<file path="config.mk">
export PLATFORM = sky130hd
export DESIGN_NAME = uart_rx
export DESIGN_NICKNAME = d
export VERILOG_FILES = /design/src/rtl/uart_rx.sv
export SDC_FILE = /design/constraint.sdc
export NUM_CORES = 1
export LEC_CHECK = 0
export ABC_AREA = 1
export BUFFER_PORTS_ARGS = -buffer_cell sky130_fd_sc_hd__buf_2
export CELL_PAD_IN_SITES_DETAIL_PLACEMENT = 0
export CELL_PAD_IN_SITES_GLOBAL_PLACEMENT = 1
export CORE_ASPECT_RATIO = 0.7
export CORE_MARGIN = 1.5
export CORE_UTILIZATION = 44
export DETAILED_ROUTE_END_ITERATION = 16
export HOLD_SLACK_MARGIN = 0.06
export PLACE_DENSITY = 0.76
export RECOVER_POWER = 50
export SYNTH_ARGS = -nofsm -noshare
export SYNTH_HDL_FRONTEND = slang
export SYNTH_SLANG_ARGS = --single-unit
</file>
<file path="constraint.sdc">
create_clock -name clk -period 1.75 [get_ports clk]
set_clock_uncertainty 0.15 [all_clocks]
set_input_delay 0.2625 -clock clk [delete_from_list [all_inputs] [get_ports clk]]
set_output_delay 0.2625 -clock clk [all_outputs]
set_load 0.01 [all_outputs]
</file>
<file path="src/rtl/uart_rx.sv">
// UART 8N1 receiver with a one-byte holding register, valid/ready output, and
// framing/overrun pulses. Optional UART_RX_MAJORITY_EN enables 2-of-3 majority sampling.
module uart_rx #(
   parameter int WAIT_DIV = 868
) (
   input  logic       clk,
   input  logic       rst_n,
   input  logic       rxd,
   output logic [7:0] rdata,
   output logic       rvalid,
   input  logic       rready,
   output logic       frame_err,
   output logic       overrun
);

   localparam int WAIT_LEN = $clog2(WAIT_DIV);
   localparam logic [WAIT_LEN-1:0] HALF_LAST = WAIT_LEN'(WAIT_DIV / 2 - 1);
   localparam logic [WAIT_LEN-1:0] FULL_LAST = WAIT_LEN'(WAIT_DIV - 1);

   typedef enum logic [2:0] {
      IDLE,
      START,
      DATA,
      STOP,
      BREAK
   } state_t;

   state_t              r_state;
   logic [WAIT_LEN-1:0] r_waitCnt;
   logic [2:0]          r_bitCnt;
   logic [7:0]          r_shift;
   logic [7:0]          r_rdata;
   logic                r_rvalid;
   logic                r_frameErr;
   logic                r_overrun;
   logic                r_sync1;
   logic                r_rxdS;

   state_t              w_stateNext;
   logic [WAIT_LEN-1:0] w_waitNext;
   logic [2:0]          w_bitNext;
   logic [7:0]          w_shiftNext;
   logic [7:0]          w_rdataNext;
   logic                w_rvalidNext;
   logic                w_frameErrNext;
   logic                w_overrunNext;
   logic                w_sample;

   always_ff @(posedge clk or negedge rst_n) begin
      if (!rst_n) begin
         r_sync1 <= 1'b1;
         r_rxdS  <= 1'b1;
      end else begin
         r_sync1 <= rxd;
         r_rxdS  <= r_sync1;
      end
   end

`ifdef UART_RX_MAJORITY_EN
   // The two previous synchronized samples; vote is taken at the decision count.
   logic [1:0] r_hist;

   always_ff @(posedge clk or negedge rst_n) begin
      if (!rst_n) begin
         r_hist <= 2'b11;
      end else begin
         r_hist <= {r_hist[0], r_rxdS};
      end
   end

   assign w_sample = (r_hist[1] & r_hist[0]) | (r_hist[1] & r_rxdS) | (r_hist[0] & r_rxdS);
`else
   assign w_sample = r_rxdS;
`endif

   always_ff @(posedge clk or negedge rst_n) begin
      if (!rst_n) begin
         r_state    <= IDLE;
         r_waitCnt  <= '0;
         r_bitCnt   <= '0;
         r_shift    <= '0;
         r_rdata    <= '0;
         r_rvalid   <= 1'b0;
         r_frameErr <= 1'b0;
         r_overrun  <= 1'b0;
      end else begin
         r_state    <= w_stateNext;
         r_waitCnt  <= w_waitNext;
         r_bitCnt   <= w_bitNext;
         r_shift    <= w_shiftNext;
         r_rdata    <= w_rdataNext;
         r_rvalid   <= w_rvalidNext;
         r_frameErr <= w_frameErrNext;
         r_overrun  <= w_overrunNext;
      end
   end

   always_comb begin
      w_stateNext    = r_state;
      w_waitNext     = r_waitCnt + 1'b1;
      w_bitNext      = r_bitCnt;
      w_shiftNext    = r_shift;
      w_rdataNext    = r_rdata;
      w_rvalidNext   = r_rvalid & ~rready;
      w_frameErrNext = 1'b0;
      w_overrunNext  = 1'b0;

      case (r_state)
         IDLE: begin
            w_waitNext = '0;
            if (!r_rxdS) begin
               w_stateNext = START;
            end
         end
         START: begin
            if (r_waitCnt == HALF_LAST) begin
               w_waitNext = '0;
               if (!w_sample) begin
                  w_stateNext = DATA;
                  w_bitNext   = '0;
               end else begin
                  w_stateNext = IDLE;
               end
            end
         end
         DATA: begin
            if (r_waitCnt == FULL_LAST) begin
               w_waitNext  = '0;
               w_shiftNext = {w_sample, r_shift[7:1]};
               w_bitNext   = r_bitCnt + 3'd1;
               if (r_bitCnt == 3'd7) begin
                  w_stateNext = STOP;
               end
            end
         end
         STOP: begin
            if (r_waitCnt == FULL_LAST) begin
               w_waitNext = '0;
               if (w_sample) begin
                  w_stateNext = IDLE;
                  // A load in the same cycle as an accept keeps rvalid asserted.
                  if (!r_rvalid || rready) begin
                     w_rdataNext  = r_shift;
                     w_rvalidNext = 1'b1;
                  end else begin
                     w_overrunNext = 1'b1;
                  end
               end else begin
                  w_stateNext    = BREAK;
                  w_frameErrNext = 1'b1;
               end
            end
         end
         BREAK: begin
            w_waitNext = '0;
            if (r_rxdS) begin
               w_stateNext = IDLE;
            end
         end
         default: begin
            w_stateNext = IDLE;
            w_waitNext  = '0;
         end
      endcase
   end

   assign rdata     = r_rdata;
   assign rvalid    = r_rvalid;
   assign frame_err = r_frameErr;
   assign overrun   = r_overrun;

endmodule

</file>
==> Implementation_results.wiki <==
{| class="wikitable"
! Metric !! Value
|-
| Per-instance average area after synthesis || 8.69 µm²
|-
| Count of pins over their slew limit || 0
|-
| Multiplexer fraction of the synthesized cell area || 0
|-
| Vert. Die Dim || 56.2 µm
|-
| Number of buffers and inverters on the critical path || 2
|-
| Post-route minimum period || 1.61 ns
|-
| Part of the Yosys area used for sequential elements || 0.521
|-
| Storage element area || 928 µm²
|-
| Delay-heaviest family, CP || simple AND/OR/NAND/NOR gates
|-
| Count of endpoints failing hold in the final timing report || 0
|-
| CTS Root Buffer Type || sky130_fd_sc_hd__clkbuf_8
|-
| Largest driver fanout on the critical path || 8
|-
| GRT met1 Usage || 0.281
|-
| Count of port buffers added during placement || 14
|-
| Total GRT Usage || 0.185
|-
| Average detailed-routed wire length per instance || 12.7 µm
|-
| Max-cap violation count || 0
|-
| End of the worst register-to-register path || rdata[1]
|-
| Post-synth top area cell || sky130_fd_sc_hd__dfrtp_1
|-
| CP Depth || 7
|-
| Final wirelength || 3.61 mm
|-
| Count of final setup violators || 0
|-
| Area inside the core boundary || 3900 µm²
|-
| Number of search-and-repair iterations in the first detailed-routing pass || 4
|-
| Share of Yosys cell area claimed by the top area cell type || 0.492
|-
| Async set-reset flop share out of synthesis || 1.00
|-
| HPWL after detailed placement || 2.57 mm
|-
| Antenna Diode Count || 0
|-
| Total leakage power || 1.10 nW
|-
| Met3 track demand over resource || 0.0492
|-
| Final sum of negative setup slack || 0 ns
|-
| DRC violations left || 0
|-
| Drt first-iter violations || 66
|-
| Maximum number of buffers from clock root to sink || 2
|-
| Largest net degree at the start of global routing || 22
|-
| Startpoint of the lowest-slack register-to-register path || r_waitCnt[0]
|-
| Number of global-route vias before repair || 1,312
|-
| Maximum cell stage delay along the critical path || 0.40 ns
|-
| Number of antenna-violating nets in the routed design || 0
|-
| Number of fill cells || 382
|-
| Htree depth || 2
|-
| Total Die Area || 4440 µm²
|-
| Sequence of cells on the critical path || ha_2 > inv_1 > nor3_4 > and2_4 > buf_4 > nand4_1 > nand2_1
|-
| Layout cells sized above 1 || 0.165
|-
| Number of synthesized register bits || 37
|-
| Master of the slowest instance on the critical path || sky130_fd_sc_hd__dfrtp_1
|-
| Sort of element at the start of the critical path || flip-flop
|-
| Via-to-Cell Ratio || 4.99
|-
| Synthesized-area fraction occupied by ao, oa, aoi and oai cells || 0.0534
|-
| Die Span X || 79.0 µm
|-
| Total congestion overflow after global routing || 0
|-
| Peak Freq || 620 MHz
|-
| Final Cycle Share || 0.922
|-
| Largest family of logic cells by synthesized area || simple AND/OR/NAND/NOR gates
|-
| Num CTS Buffers || 5
|-
| Slew at the pin closest to its max-slew limit || 0.996 ns
|-
| Most numerous cell types in the synthesized netlist || 70 x sky130_fd_sc_hd__nand2_1, 35 x sky130_fd_sc_hd__dfrtp_1, 17 x sky130_fd_sc_hd__inv_1
|-
| Cells after synthesis || 205
|-
| Kind of end point of the critical path || flip-flop
|-
| Critical Path RT || 1.82 ns
|-
| Kind of critical path || reg -> reg
|-
| Number of rows created at floorplan || 19
|-
| Post-synthesis simple-gate area fraction || 0.313
|-
| Initial Util || 0.457
|-
| Area growth from synthesis to final layout || 15.7%
|-
| Prevailing post-synth register cell || sky130_fd_sc_hd__dfrtp_1
|-
| Wire length of the first global-routing pass || 6.24 mm
|-
| Clock sink count || 37
|-
| Most instantiated library cell after synthesis || sky130_fd_sc_hd__nand2_1
|-
| Adder and majority gate portion of the synthesized area || 0.0281
|-
| Number of enable flip-flop cells after synthesis || 0
|-
| Number of antenna violations at the first check in global routing || 0
|-
| Cell area after placement || 1900 µm²
|-
| Number of distinct library cells after synthesis || 28
|-
| Result of the run || finished, final reports clean
|-
| Final GP Congestion || 0.881
|-
| Synth top area cells || sky130_fd_sc_hd__dfrtp_1 49%, sky130_fd_sc_hd__nand2_1 15%, sky130_fd_sc_hd__nand3_1 4.5%
|-
| Worst Hold Class || reg -> reg
|-
| Layer with the highest usage after global routing || met1
|-
| Reg2Reg Setup Slack || 0.14 ns
|-
| Footprint of the multi-input gates || 768 µm²
|-
| Worst supply voltage drop on vdd || 0.459 mV
|-
| Yosys warnings || 0
|-
| R2R depth || 7
|-
| Post-synthesis instance area || 1780 µm²
|-
| NumNets Final || 238
|-
| Unrepaired setup endpoints after global routing || true
|-
| Worst setup path startpoint || r_waitCnt[0]
|-
| Insertion delay to the later sink of the worst-skew pair || 0.28 ns
|-
| Number of nets in the synthesized netlist || 213
|-
| Worst Setup EP || rdata[1]
|-
| Power per standard cell area || 729 nW/µm²
|-
| IO Count || 15
|-
| Number of vias after detailed routing || 1,411
|-
| Parity-gate share of the synthesized area counting xor and xnor cells || 0.0197
|-
| Arr. time, crit path || 1.69 ns
|-
| Final design instance area without fill || 2060 µm²
|-
| Met2 Track Usage GR || 0.256
|-
| CTS tree || built
|-
| Worst slew margin relative to its limit || 0.336
|-
| Clock transition at the register clock pins on the worst setup and hold paths after CTS || 0.07 ns
|}
-- where the power goes --
part / leakage (nW) / total [mW] / internal [mW] / switching (mW)
logic: 0.563 / 0.0316 / 0.0104 / 0.0212
registers: 0.495 / 0.861 / 0.859 / 0.00157
clock network: 0.0455 / 0.610 / 0.321 / 0.288
total: 1.10 / 1.50 / 1.19 / 0.311
-- worst min path at each step --
stage	from	end	slack, ns	cells past startpoint
4_1_cts	r_sync1	r_rxdS	0.21	0
2_1_floorplan	rst_n	frame_err	-0.18	0
6_report	r_sync1	r_rxdS	0.21	0
5_1_grt	r_sync1	r_rxdS	0.21	0
3_5_place_dp	rst_n	r_state[1]	0.07	1
3_3_place_gp	rst_n	r_state[1]	0.07	1
-- area by class of cell --
cell class,count,area share
sequential,37,0.451
multi-input combinational,147,0.373
timing repair buffer,22,0.0704
clock buffer,8,0.0437
tap,52,0.0316
inverter,17,0.0310
-- worst register-to-register path, stage by stage, from the launching register on --
cell,delay (ns)
sky130_fd_sc_hd__dfrtp_1,0.40
sky130_fd_sc_hd__ha_2,0.21
sky130_fd_sc_hd__inv_1,0.08
sky130_fd_sc_hd__nor3_4,0.16
sky130_fd_sc_hd__and2_4,0.25
sky130_fd_sc_hd__buf_4,0.13
sky130_fd_sc_hd__nand4_1,0.09
sky130_fd_sc_hd__nand2_1,0.09
-- layer usage --
metal	wire length, µm	part of all wire
met2	1440	0.40
met4	35	0.0097
met5	0	0
met1	1950	0.54
met3	176	0.049
-- flip-flops by register name (all words and copies together) (netlist names), 3 cells and up --
signal	flops
r_bitCnt	3
r_shift	8
r_state	3
r_waitCnt	10
rdata	8
-- cells in the final DEF (no fill, tap or decap), types with 3 or more instances in the layout --
cell type	synthesis	layout
sky130_fd_sc_hd__nand2_1	70	70
sky130_fd_sc_hd__dfrtp_1	35	35
sky130_fd_sc_hd__inv_1	17	17
sky130_fd_sc_hd__nand3_1	16	16
sky130_fd_sc_hd__nor2_1	13	12
sky130_fd_sc_hd__buf_2	3	12
sky130_fd_sc_hd__a21oi_1	9	9
sky130_fd_sc_hd__nand4_1	7	7
sky130_fd_sc_hd__clkbuf_8	0	6
sky130_fd_sc_hd__buf_4	0	5
sky130_fd_sc_hd__xor2_1	4	4
sky130_fd_sc_hd__o21ai_1	2	4
sky130_fd_sc_hd__clkbuf_1	0	4
sky130_fd_sc_hd__nand3b_1	3	3
sky130_fd_sc_hd__o21ai_0	5	3
sky130_fd_sc_hd__ha_1	4	3
-- metrics by stage --
stage	util	setup WS, ns	power, mW	hold slack [ns]	cells
final	0.529	0.136	1.50	0.209	283
after global routing	0.529	-0.00418	1.58	0.213	283
after CTS	0.516	0.00861	1.53	0.211	279
after detailed placement	0.487	0.0212	0.907	0.0703	269
after global placement	0.487	0.0944	0.906	0.0658	269
after floorplan	-	0.231	0.880	-0.183	205
-- kinds of logic (layout without fill, tap and decap cells) --
family / count (synthesis) / count (layout)
and+or+nand+nor: 120 / 121
adders and majority gates: 4 / 4
buffers and inverters: 22 / 47
AOI/OAI and AO/OA: 18 / 18
xor gates and xnor gates: 4 / 4
DFF: 37 / 37
-- timing repair --
| item | 4_1_cts | 5_1_grt |
|---|---|---|
| hold buffers | 2 | 0 |
| setup buffers | 0 | 3 |
| resized for setup | 0 | 7 |
| hold endpoints to repair | 15 | 0 |
| setup endpoints to repair | 0 | 20 |
Power figures use the tool's default switching activity.
